File: config.mk
export PLATFORM = sky130hd
export DESIGN_NAME = id_fetch_queue_flat
export DESIGN_NICKNAME = d
export VERILOG_FILES = /design/src/rtl/id_fetch_queue_if.sv /design/src/rtl/id_fetch_queue.sv /design/src/flat_wrapper.sv
export SDC_FILE = /design/constraint.sdc
export NUM_CORES = 2
export LEC_CHECK = 0
export BUFFER_PORTS_ARGS = -buffer_cell sky130_fd_sc_hd__buf_2
export CORE_UTILIZATION = 60
export DETAILED_ROUTE_END_ITERATION = 7
export PLACE_DENSITY_LB_ADDON = 0.25
export SKIP_CTS_REPAIR_TIMING = 1
export SLEW_MARGIN = 30
export SYNTH_ARGS = -nofsm -noshare
export SYNTH_HDL_FRONTEND = slang
export SYNTH_SLANG_ARGS = --single-unit
File: constraint.sdc
create_clock -name clk -period 10.6 [get_ports clk]
set_input_delay 3.18 -clock clk [delete_from_list [all_inputs] [get_ports clk]]
set_output_delay 3.18 -clock clk [all_outputs]
set_load 0.01 [all_outputs]
File: src/rtl/id_fetch_queue_if.sv
// IF -> ID fetch-queue bus: IF push lanes, ID presentation slots and ID control.
interface id_fetch_queue_if #(
   parameter int DEPTH  = 8,
   parameter int ENQ_N  = 2,
   parameter int DEQ_N  = 2,
   parameter int EXC_W  = 32,
   parameter int PRED_W = 40
);
   localparam int CW  = $clog2(DEPTH) + 1;
   localparam int PNW = $clog2(DEQ_N + 1);

   // IF side
   logic [ENQ_N-1:0]             IF_Valid;
   logic [ENQ_N-1:0][31:0]       IF_Instr;
   logic [ENQ_N-1:0][31:0]       IF_PC;
   logic [ENQ_N-1:0][EXC_W-1:0]  IF_ExceptType;
   logic [ENQ_N-1:0][PRED_W-1:0] IF_PResult;
   logic                         IF_Ready;

   // ID side
   logic                         ID_Flush;
   logic [PNW-1:0]               ID_PopNum;
   logic [DEQ_N-1:0]             ID_Valid;
   logic [DEQ_N-1:0][31:0]       ID_Instr;
   logic [DEQ_N-1:0][31:0]       ID_PC;
   logic [DEQ_N-1:0][15:0]       ID_Imm16;
   logic [DEQ_N-1:0][4:0]        ID_rs;
   logic [DEQ_N-1:0][4:0]        ID_rt;
   logic [DEQ_N-1:0][4:0]        ID_rd;
   logic [DEQ_N-1:0][EXC_W-1:0]  ID_ExceptType;
   logic [DEQ_N-1:0][PRED_W-1:0] ID_PResult;
   logic [CW-1:0]                ID_Count;

   // Producer/consumer view (drives IF lanes and ID control)
   modport master (
      output IF_Valid, IF_Instr, IF_PC, IF_ExceptType, IF_PResult,
      output ID_Flush, ID_PopNum,
      input  IF_Ready, ID_Valid, ID_Instr, ID_PC, ID_Imm16, ID_rs, ID_rt, ID_rd,
      input  ID_ExceptType, ID_PResult, ID_Count
   );

   // Queue view
   modport slave (
      input  IF_Valid, IF_Instr, IF_PC, IF_ExceptType, IF_PResult,
      input  ID_Flush, ID_PopNum,
      output IF_Ready, ID_Valid, ID_Instr, ID_PC, ID_Imm16, ID_rs, ID_rt, ID_rd,
      output ID_ExceptType, ID_PResult, ID_Count
   );
endinterface

File: src/rtl/id_fetch_queue.sv
// IF -> ID decoupling queue: circular buffer of DEPTH entries, up to ENQ_N
// pushes and DEQ_N presented head entries per cycle, with pre-split decode
// fields. Outputs depend only on registered state.
module id_fetch_queue #(
   parameter int DEPTH  = 8,
   parameter int ENQ_N  = 2,
   parameter int DEQ_N  = 2,
   parameter int EXC_W  = 32,
   parameter int PRED_W = 40
) (
   input logic            clk,
   input logic            rst,
   id_fetch_queue_if.slave q_if
);
   localparam int AW = $clog2(DEPTH);
   localparam int CW = AW + 1;

   logic [AW-1:0]     head_q, head_d;
   logic [AW-1:0]     tail_q, tail_d;
   logic [CW-1:0]     count_q, count_d;

   logic [31:0]       mem_instr_q [DEPTH];
   logic [31:0]       mem_instr_d [DEPTH];
   logic [31:0]       mem_pc_q    [DEPTH];
   logic [31:0]       mem_pc_d    [DEPTH];
   logic [EXC_W-1:0]  mem_exc_q   [DEPTH];
   logic [EXC_W-1:0]  mem_exc_d   [DEPTH];
   logic [PRED_W-1:0] mem_pred_q  [DEPTH];
   logic [PRED_W-1:0] mem_pred_d  [DEPTH];

   logic [CW-1:0]     free_w;
   logic              if_ready;
   logic [CW-1:0]     push_n;
   logic [CW-1:0]     pop_req;
   logic [CW-1:0]     pop_p;
   logic [AW-1:0]     widx;
   logic [AW-1:0]     ridx;

   // Credit, push count and clamped pop count from registered occupancy
   always_comb begin
      free_w   = CW'(DEPTH) - count_q;
      if_ready = (free_w >= CW'(ENQ_N));
      push_n   = '0;
      if (if_ready) begin
         for (int l = 0; l < ENQ_N; l++) begin
            if (q_if.IF_Valid[l]) push_n = push_n + CW'(1);
         end
      end
      pop_req = CW'(q_if.ID_PopNum);
      pop_p   = (pop_req > count_q) ? count_q : pop_req;
   end

   // Next-state: flush clears pointers; otherwise write pushed lanes and advance both pointers
   always_comb begin
      head_d     = head_q;
      tail_d     = tail_q;
      count_d    = count_q;
      mem_instr_d = mem_instr_q;
      mem_pc_d    = mem_pc_q;
      mem_exc_d   = mem_exc_q;
      mem_pred_d  = mem_pred_q;
      widx        = '0;
      if (q_if.ID_Flush) begin
         head_d  = '0;
         tail_d  = '0;
         count_d = '0;
      end else begin
         // Lanes are contiguous from lane 0, so lane l lands at tail+l
         for (int l = 0; l < ENQ_N; l++) begin
            widx = tail_q + AW'(l);
            if (if_ready && q_if.IF_Valid[l]) begin
               mem_instr_d[widx] = q_if.IF_Instr[l];
               mem_pc_d[widx]    = q_if.IF_PC[l];
               mem_exc_d[widx]   = q_if.IF_ExceptType[l];
               mem_pred_d[widx]  = q_if.IF_PResult[l];
            end
         end
         tail_d  = tail_q + push_n[AW-1:0];
         head_d  = head_q + pop_p[AW-1:0];
         count_d = count_q + push_n - pop_p;
      end
   end

   // State registers; reset clears pointers and all stored entries
   always_ff @(posedge clk) begin
      if (!rst) begin
         head_q      <= '0;
         tail_q      <= '0;
         count_q     <= '0;
         mem_instr_q <= '{default: '0};
         mem_pc_q    <= '{default: '0};
         mem_exc_q   <= '{default: '0};
         mem_pred_q  <= '{default: '0};
      end else begin
         head_q      <= head_d;
         tail_q      <= tail_d;
         count_q     <= count_d;
         mem_instr_q <= mem_instr_d;
         mem_pc_q    <= mem_pc_d;
         mem_exc_q   <= mem_exc_d;
         mem_pred_q  <= mem_pred_d;
      end
   end

   // Head slots with decode split; empty slots are forced to zero
   always_comb begin
      q_if.IF_Ready      = if_ready;
      q_if.ID_Count      = count_q;
      q_if.ID_Valid      = '0;
      q_if.ID_Instr      = '0;
      q_if.ID_PC         = '0;
      q_if.ID_Imm16      = '0;
      q_if.ID_rs         = '0;
      q_if.ID_rt         = '0;
      q_if.ID_rd         = '0;
      q_if.ID_ExceptType = '0;
      q_if.ID_PResult    = '0;
      ridx               = '0;
      for (int k = 0; k < DEQ_N; k++) begin
         ridx = head_q + AW'(k);
         if (count_q > CW'(k)) begin
            q_if.ID_Valid[k]      = 1'b1;
            q_if.ID_Instr[k]      = mem_instr_q[ridx];
            q_if.ID_PC[k]         = mem_pc_q[ridx];
            q_if.ID_Imm16[k]      = mem_instr_q[ridx][15:0];
            q_if.ID_rs[k]         = mem_instr_q[ridx][25:21];
            q_if.ID_rt[k]         = mem_instr_q[ridx][20:16];
            q_if.ID_rd[k]         = mem_instr_q[ridx][15:11];
            q_if.ID_ExceptType[k] = mem_exc_q[ridx];
            q_if.ID_PResult[k]    = mem_pred_q[ridx];
         end
      end
   end
endmodule
File: src/flat_wrapper.sv
// flat-port wrapper written by rule: the top's interface ports become plain ports
module id_fetch_queue_flat 
#(
   parameter int DEPTH  = 8,
   parameter int ENQ_N  = 2,
   parameter int DEQ_N  = 2,
   parameter int EXC_W  = 32,
   parameter int PRED_W = 40
)
  (clk, rst, q_if_IF_Valid, q_if_IF_Instr, q_if_IF_PC, q_if_IF_ExceptType, q_if_IF_PResult, q_if_ID_Flush, q_if_ID_PopNum, q_if_IF_Ready, q_if_ID_Valid, q_if_ID_Instr, q_if_ID_PC, q_if_ID_Imm16, q_if_ID_rs, q_if_ID_rt, q_if_ID_rd, q_if_ID_ExceptType, q_if_ID_PResult, q_if_ID_Count);
  id_fetch_queue_if #(.DEPTH(DEPTH), .ENQ_N(ENQ_N), .DEQ_N(DEQ_N), .EXC_W(EXC_W), .PRED_W(PRED_W)) q_if_i ();
  input logic clk;
  input logic rst;
  input wire logic [$bits(q_if_i.IF_Valid)-1:0] q_if_IF_Valid;
  input wire logic [$bits(q_if_i.IF_Instr)-1:0] q_if_IF_Instr;
  input wire logic [$bits(q_if_i.IF_PC)-1:0] q_if_IF_PC;
  input wire logic [$bits(q_if_i.IF_ExceptType)-1:0] q_if_IF_ExceptType;
  input wire logic [$bits(q_if_i.IF_PResult)-1:0] q_if_IF_PResult;
  input wire logic [$bits(q_if_i.ID_Flush)-1:0] q_if_ID_Flush;
  input wire logic [$bits(q_if_i.ID_PopNum)-1:0] q_if_ID_PopNum;
  output wire logic [$bits(q_if_i.IF_Ready)-1:0] q_if_IF_Ready;
  output wire logic [$bits(q_if_i.ID_Valid)-1:0] q_if_ID_Valid;
  output wire logic [$bits(q_if_i.ID_Instr)-1:0] q_if_ID_Instr;
  output wire logic [$bits(q_if_i.ID_PC)-1:0] q_if_ID_PC;
  output wire logic [$bits(q_if_i.ID_Imm16)-1:0] q_if_ID_Imm16;
  output wire logic [$bits(q_if_i.ID_rs)-1:0] q_if_ID_rs;
  output wire logic [$bits(q_if_i.ID_rt)-1:0] q_if_ID_rt;
  output wire logic [$bits(q_if_i.ID_rd)-1:0] q_if_ID_rd;
  output wire logic [$bits(q_if_i.ID_ExceptType)-1:0] q_if_ID_ExceptType;
  output wire logic [$bits(q_if_i.ID_PResult)-1:0] q_if_ID_PResult;
  output wire logic [$bits(q_if_i.ID_Count)-1:0] q_if_ID_Count;
  assign q_if_i.IF_Valid = q_if_IF_Valid;
  assign q_if_i.IF_Instr = q_if_IF_Instr;
  assign q_if_i.IF_PC = q_if_IF_PC;
  assign q_if_i.IF_ExceptType = q_if_IF_ExceptType;
  assign q_if_i.IF_PResult = q_if_IF_PResult;
  assign q_if_i.ID_Flush = q_if_ID_Flush;
  assign q_if_i.ID_PopNum = q_if_ID_PopNum;
  assign q_if_IF_Ready = q_if_i.IF_Ready;
  assign q_if_ID_Valid = q_if_i.ID_Valid;
  assign q_if_ID_Instr = q_if_i.ID_Instr;
  assign q_if_ID_PC = q_if_i.ID_PC;
  assign q_if_ID_Imm16 = q_if_i.ID_Imm16;
  assign q_if_ID_rs = q_if_i.ID_rs;
  assign q_if_ID_rt = q_if_i.ID_rt;
  assign q_if_ID_rd = q_if_i.ID_rd;
  assign q_if_ID_ExceptType = q_if_i.ID_ExceptType;
  assign q_if_ID_PResult = q_if_i.ID_PResult;
  assign q_if_ID_Count = q_if_i.ID_Count;
  id_fetch_queue #(.DEPTH(DEPTH), .ENQ_N(ENQ_N), .DEQ_N(DEQ_N), .EXC_W(EXC_W), .PRED_W(PRED_W)) u_core (.clk(clk), .rst(rst), .q_if(q_if_i));
endmodule
# Word level (Yosys, flattened, before mapping)
# Cells that the tools add are included.
# classes
order_cmp	10
add_sub_neg	8
bitwise	5
n_reduce_logical	5
mux	75
# op_table
cell	count
$mux W256	9
$bwmux W256	6
$mux W320	3
$bwmux W320	2
$mux W32	20
$bmux W32 S3	6
$mux W40	8
$bmux W40 S3	2
$demux W40 S3	2
$demux W32 S3	2
$mux W16	2
$mux W5	6
$ge A4 B4 Y1 const B	4
$mux W4	4
$not A3 Y4	4
$gt A4 B1 Y1 const B	2
$lt A4 B1 Y1 const B	2
$add A3 B1 Y3 const B	2
$add A3 B3 Y3	2
$add A4 B1 Y4 const B	1
$add A4 B4 Y4	1
$ge A4 B2 Y1 const B	1
$gt A2 B4 Y1	1
$logic_and A1 B1 Y1	4
5 further kinds	7
# totals
inputBits	279
wordCells	138
regBits	1098
output_inout_bits	341

# Logic depth before layout (Yosys ltp)
# depth
depth_word	10
mapped_depth	15

# Worst setup path before layout
# Ideal clock, no wire load.
# synth_path
kind	reg-to-output
from	register u_core.head_q[1]
to	output q_if_ID_Instr[43]
setup_slack_ns	5.110
n_path_buf	3
arrival_time_ns	2.310
t_required_ns	7.420
stages_incl_launch_ff	8
path_cell_list	dfxtp_1 -> ha_1 -> clkbuf_1 -> buf_1 -> mux4_2 -> nand2_1 -> a21oi_1 -> buf_4
# synth_via
elab_chain_cells	6
# synth_lines
item	line	source
from (decl)	id_fetch_queue.sv:18	logic [AW-1:0] head_q, head_d;
from (signal assigned)	id_fetch_queue.sv:87	head_q <= '0;
from (signal assigned)	id_fetch_queue.sv:95	head_q <= head_d;
$add A3 B1 Y3	id_fetch_queue.sv:120	ridx = head_q + AW'(k);
$not A3 Y4 (not written as such)	id_fetch_queue.sv:123	q_if.ID_Instr[k] = mem_instr_q[ridx];
$bmux W32 S3	id_fetch_queue.sv:123	
$mux W32 (not written as such) (2 in series)	id_fetch_queue.sv:123	
$mux W32	id_fetch_queue.sv:121	if (count_q > CW'(k)) begin
to (decl)	flat_wrapper.sv:23	output wire logic [$bits(q_if_i.ID_Instr)-1:0] q_if_ID_Instr;
# No other way between the ends. The select of a mux whose other input is x is not followed.

# Worst setup path in the final report
# layout_path
from	register u_core.head_q[1]
to	output q_if_ID_PResult[12]
# layout_via
elab_chain_cells	5
# layout_lines
item	line	source
$not A3 Y4 (not written as such)	id_fetch_queue.sv:130	q_if.ID_PResult[k] = mem_pred_q[ridx];
$bmux W40 S3	id_fetch_queue.sv:130	
$mux W40 (not written as such) (2 in series)	id_fetch_queue.sv:130	
$mux W40	id_fetch_queue.sv:121	
to (decl)	flat_wrapper.sv:30	output wire logic [$bits(q_if_i.ID_PResult)-1:0] q_if_ID_PResult;
# No other way between the ends. The select of a mux whose other input is x is not followed.

==> impl.org <==
** Status
- Outcome :: completed

** Clock network
- Register clock-pin slew on the reported worst setup and hold paths :: 0.06 ns
- Clock tree synthesis found a total of approximately 1100 sinks.
- The clock tree synthesis step divided the H-tree into 3 levels.
- The clock reaches the later pin of the worst-skew pair after about 0.74 ns.
- In this run, CTS created clock tree buffers numbering 120.
- TritonCTS built the clock tree.
- Maximum buffer depth of the clock tree :: 3
- Clk root buf :: clkbuf_16

** Floorplan
- From bottom edge to top edge, the die measures approximately 330 um.
- Total number of placement rows :: 120
- a little over 600 I/O pins were placed.
- The initial utilization of the core area, before any placement, comes to between 60% and 70%.
- Overall die width :: roughly 330 um
- Area of the core :: roughly 110000 um^2
- Area enclosed by the die boundary :: roughly 110000 um^2

** Critical path
- Cell breakdown of the critical path :: buf_4 > buf_4 > mux4_2 > mux2i_1 > nor2_1 > buf_2
- Measured in cells, the most critical reg-to-reg path has a length of 10.
- Terminus of the critical flop-to-flop path :: u_core.mem_instr_q[100]
- In this run the worst path has a maximum fanout of 58.
- The slowest stage of the critical path belongs to the cell buf_4.
- Critical path type :: flip-flop to output port
- At the worst endpoint, the required time is 7.42 ns.
- STA puts the critical path data arrival time at 4.56 ns.
- Largest stage delay on the critical path :: between 0.9 and 1 ns
- Register-to-register setup slack :: 5.13 ns
- The worst setup path is launched from a flip-flop.
- In this run the critical register-to-register path is launched from u_core.tail_q[0].
- STA classifies the critical path endpoint as an output port.
- CP dominant cell by count :: buf_4

** Synthesis
- Counting flops with a built-in enable in the synthesized netlist gives 0.
- Netlist area before placement :: approximately 65000 um^2
- After technology mapping, the gate count stands at approximately 6700.
- The number of nets handed over by synthesis was between 7000 and 8000.
- Counting distinct cell types in the post-synthesis netlist gives 57.
- In this run, synthesis produced a sequential element count of 1098.
- Post-Synthesis Mean Instance Area :: between 9 and 10 um^2
- Summing the sequential cell areas from Yosys gives 33.79% of the chip area.
- In the synthesized netlist the async set-or-reset flop fraction comes to 0%.
- Among all flip-flop cells after synthesis, the most frequent one is dfxtp_1.
- During synthesis, Yosys emitted a total of 0 warnings.

** STA
- The worst path in the final design needs a cycle of ~7.7 ns, including I/O delays and setup.
- The final max-slew violation count is 0.
- Headroom to the max-slew limit came out at 18.65%.
- Final clock skew :: 0.01975 ns
- Final setup violation count :: 0
- The hold violation total from the final report came to 0.
- Dividing the final minimum period by the clock period gives ~73%.
- Worst path setup slack after routing :: 2.865 ns
- Setup repair after global routing left no endpoint under its margin.
- For this run, the top clock speed supported by timing is between 100 and 150 MHz.
- Transition time of the tightest slew-check pin :: roughly 1.2 ns
- Total Neg Setup Slack :: 0 ns
- Hold is met by approximately 0.52 ns.

** Routing
- Antenna viol nets, final :: 0
- # DRC :: 0
- Vias :: between 60000 and 70000
- After detailed routing, the average wire length per cell comes to roughly 33 um.
- Before antenna repair, the detailed router went through 7 iterations.
- After detailed routing, the number of vias per cell comes to ~8.1.
- The first routing iteration left 12060 violations.
- Wires add up to roughly 270000 um.

** Place
- In this run the tool buffered the top-level ports with between 600 and 700 buffer cells.
- Cell count after placement :: 7921
- Post-placement cell area :: 67560 um^2
- Final weighted congestion of routability-driven global placement :: approximately 0.88
- Post-detailed-placement half-perimeter wirelength :: about 140000 um
- OpenSTA, run right after detailed placement, puts the worst setup slack at approximately 3.3 ns.

** Worst hold path
- Number of cells traversed by the worst hold path :: 1
- The worst hold path terminates at u_core.mem_exc_q[48].
- Hold WC Path Type :: flip-flop to flip-flop
- Worst Hold Launch :: u_core.mem_exc_q[48]

** Power and ir drop
- Peak supply drop :: 544.1 uV
- The design draws 17.46 mW.
- For this design the ratio of total power to cell area is around 240 nW/um^2.
- For this design the static power due to leakage is ~28 nW.

** Flow run
- Max cap viols :: 0

** Finish
- Non-Filler Cell Area, Final :: a little over 70000 um^2
- Area added between synthesis and finish :: 10.81%
- Post-layout net count :: a little under 7000
- Cells fill slightly below 70% of the core in the end.
- Proportion of layout cells with a drive suffix above 1 :: between 20% and 30%
- Final Non-Filler Cells :: about 8200

** GRT
- The first global-routing pass estimated 396200 um of wire.
- Pin count of the biggest net entering global routing :: 256
- Antenna violations before repair :: 72
- The via count of the first global-routing pass is roughly 64000.
- Global routing used roughly 47% of the available tracks across all layers.
- Aggregate global routing overflow :: 0
==> worst max-delay path, delay by kind of cell, from the launching register on <==
family	cells	cell delay, ns
buffers and inverters	3	2.01
flip-flops	1	0.83
multiplexers	2	0.85
AND/OR/NAND/NOR	1	0.08
==> Yosys cell counts (31+ instances only) <==
| master | instances | share of area (%) |
|---|---|---|
| nor2_1 | 286 | 1.7 |
| dfxtp_1 | 1098 | 34 |
| nand2b_1 | 137 | 1.3 |
| o211a_1 | 418 | 6.4 |
| mux2i_1 | 136 | 2.1 |
| buf_2 | 158 | 1.2 |
| buf_1 | 117 | 0.68 |
| nand2_1 | 281 | 1.6 |
| o221a_2 | 124 | 2.1 |
| mux4_2 | 544 | 19 |
| nor4_1 | 31 | 0.30 |
| a22oi_1 | 509 | 5.9 |
| a21oi_1 | 682 | 5.2 |
| clkbuf_1 | 574 | 3.3 |
| nor3_1 | 316 | 2.4 |
| a211oi_1 | 528 | 6.1 |
| o21ai_0 | 556 | 4.3 |
| buf_4 | 65 | 0.75 |
==> kinds of logic after synthesis <==
logic type	Yosys count	synth area share, %
compound gates	2859	30.72
simple gates	1104	7.927
flops	1098	33.79
buf+inv	930	6.046
mux	680	20.93
fa+ha+maj	20	0.4309
xor+xnor	11	0.1597
==> cells in the final DEF, fill, tap and decap left out, types with 123 or more instances in the layout <==
cell,instances
nor3_1,315
mux4_2,544
nor2_1,283
o221a_2,124
nand2_1,281
nand2b_1,136
o211a_1,418
clkbuf_16,123
a22oi_1,509
o21ai_0,556
a211oi_1,528
mux2i_1,136
buf_2,617
a21oi_1,682
dfxtp_1,1095
==> power breakdown <==
part	total, mW	internal (mW)	switching, mW
sequential	5.02	4.59	0.428
combinational	8.05	2.32	5.73
clock	4.39	2.55	1.84
total	17.5	9.46	8.00
==> metal layers <==
| layer | routed length (um) | GRT usage [%] | up-vias | share of wire (%) |
|---|---|---|---|---|
| met4 | 17620 | 30.95 | 48 | 6.6 |
| li1 | - | - | 26390 | - |
| met5 | 278 | 0 | - | 0.10 |
| met2 | 115800 | 68.52 | 6555 | 43 |
| met3 | 42910 | 15.68 | 1418 | 16 |
| met1 | 90500 | 58.17 | 31880 | 34 |
==> final cells by class <==
type	count	area, um^2
diodes	55	137.6
clock buffers	182	3690
clock inverters	40	394.1
fillers	8455	35120
inverters	16	67.56
multi-input cells	4674	39460
flip-flops and latches	1098	21990
well taps	1403	1755
repair buffers	741	4581
==> state kept, by name, indices dropped and copies added, names as in the netlist <==
| signal | flops |
|---|---|
| u_core.head_q | 3 |
| u_core.mem_pc_q | 256 |
| u_core.tail_q | 3 |
| u_core.q_if.ID_Count | 4 |
| u_core.mem_instr_q | 256 |
| u_core.mem_pred_q | 320 |
| u_core.mem_exc_q | 256 |
==> how the worst max path moves through the flow <==
stage                                start                endpoint  slack, ns  cells past startpoint
final                     u_core.head_q[1]     q_if_ID_PResult[12]       2.86                      6
after global routing      u_core.head_q[1]   q_if_ID_ExceptType[0]       2.82                      6
after CTS                 u_core.head_q[0]  q_if_ID_ExceptType[25]       2.73                      6
after detailed placement     q_if_ID_Flush  u_core.mem_pred_q[101]       3.34                      8
after global placement       q_if_ID_Flush   u_core.mem_pred_q[93]       3.40                      8
after floorplan           u_core.head_q[1]       q_if_ID_Instr[43]       5.11                      7
Note: power is estimated with default switching activity, not from simulation.
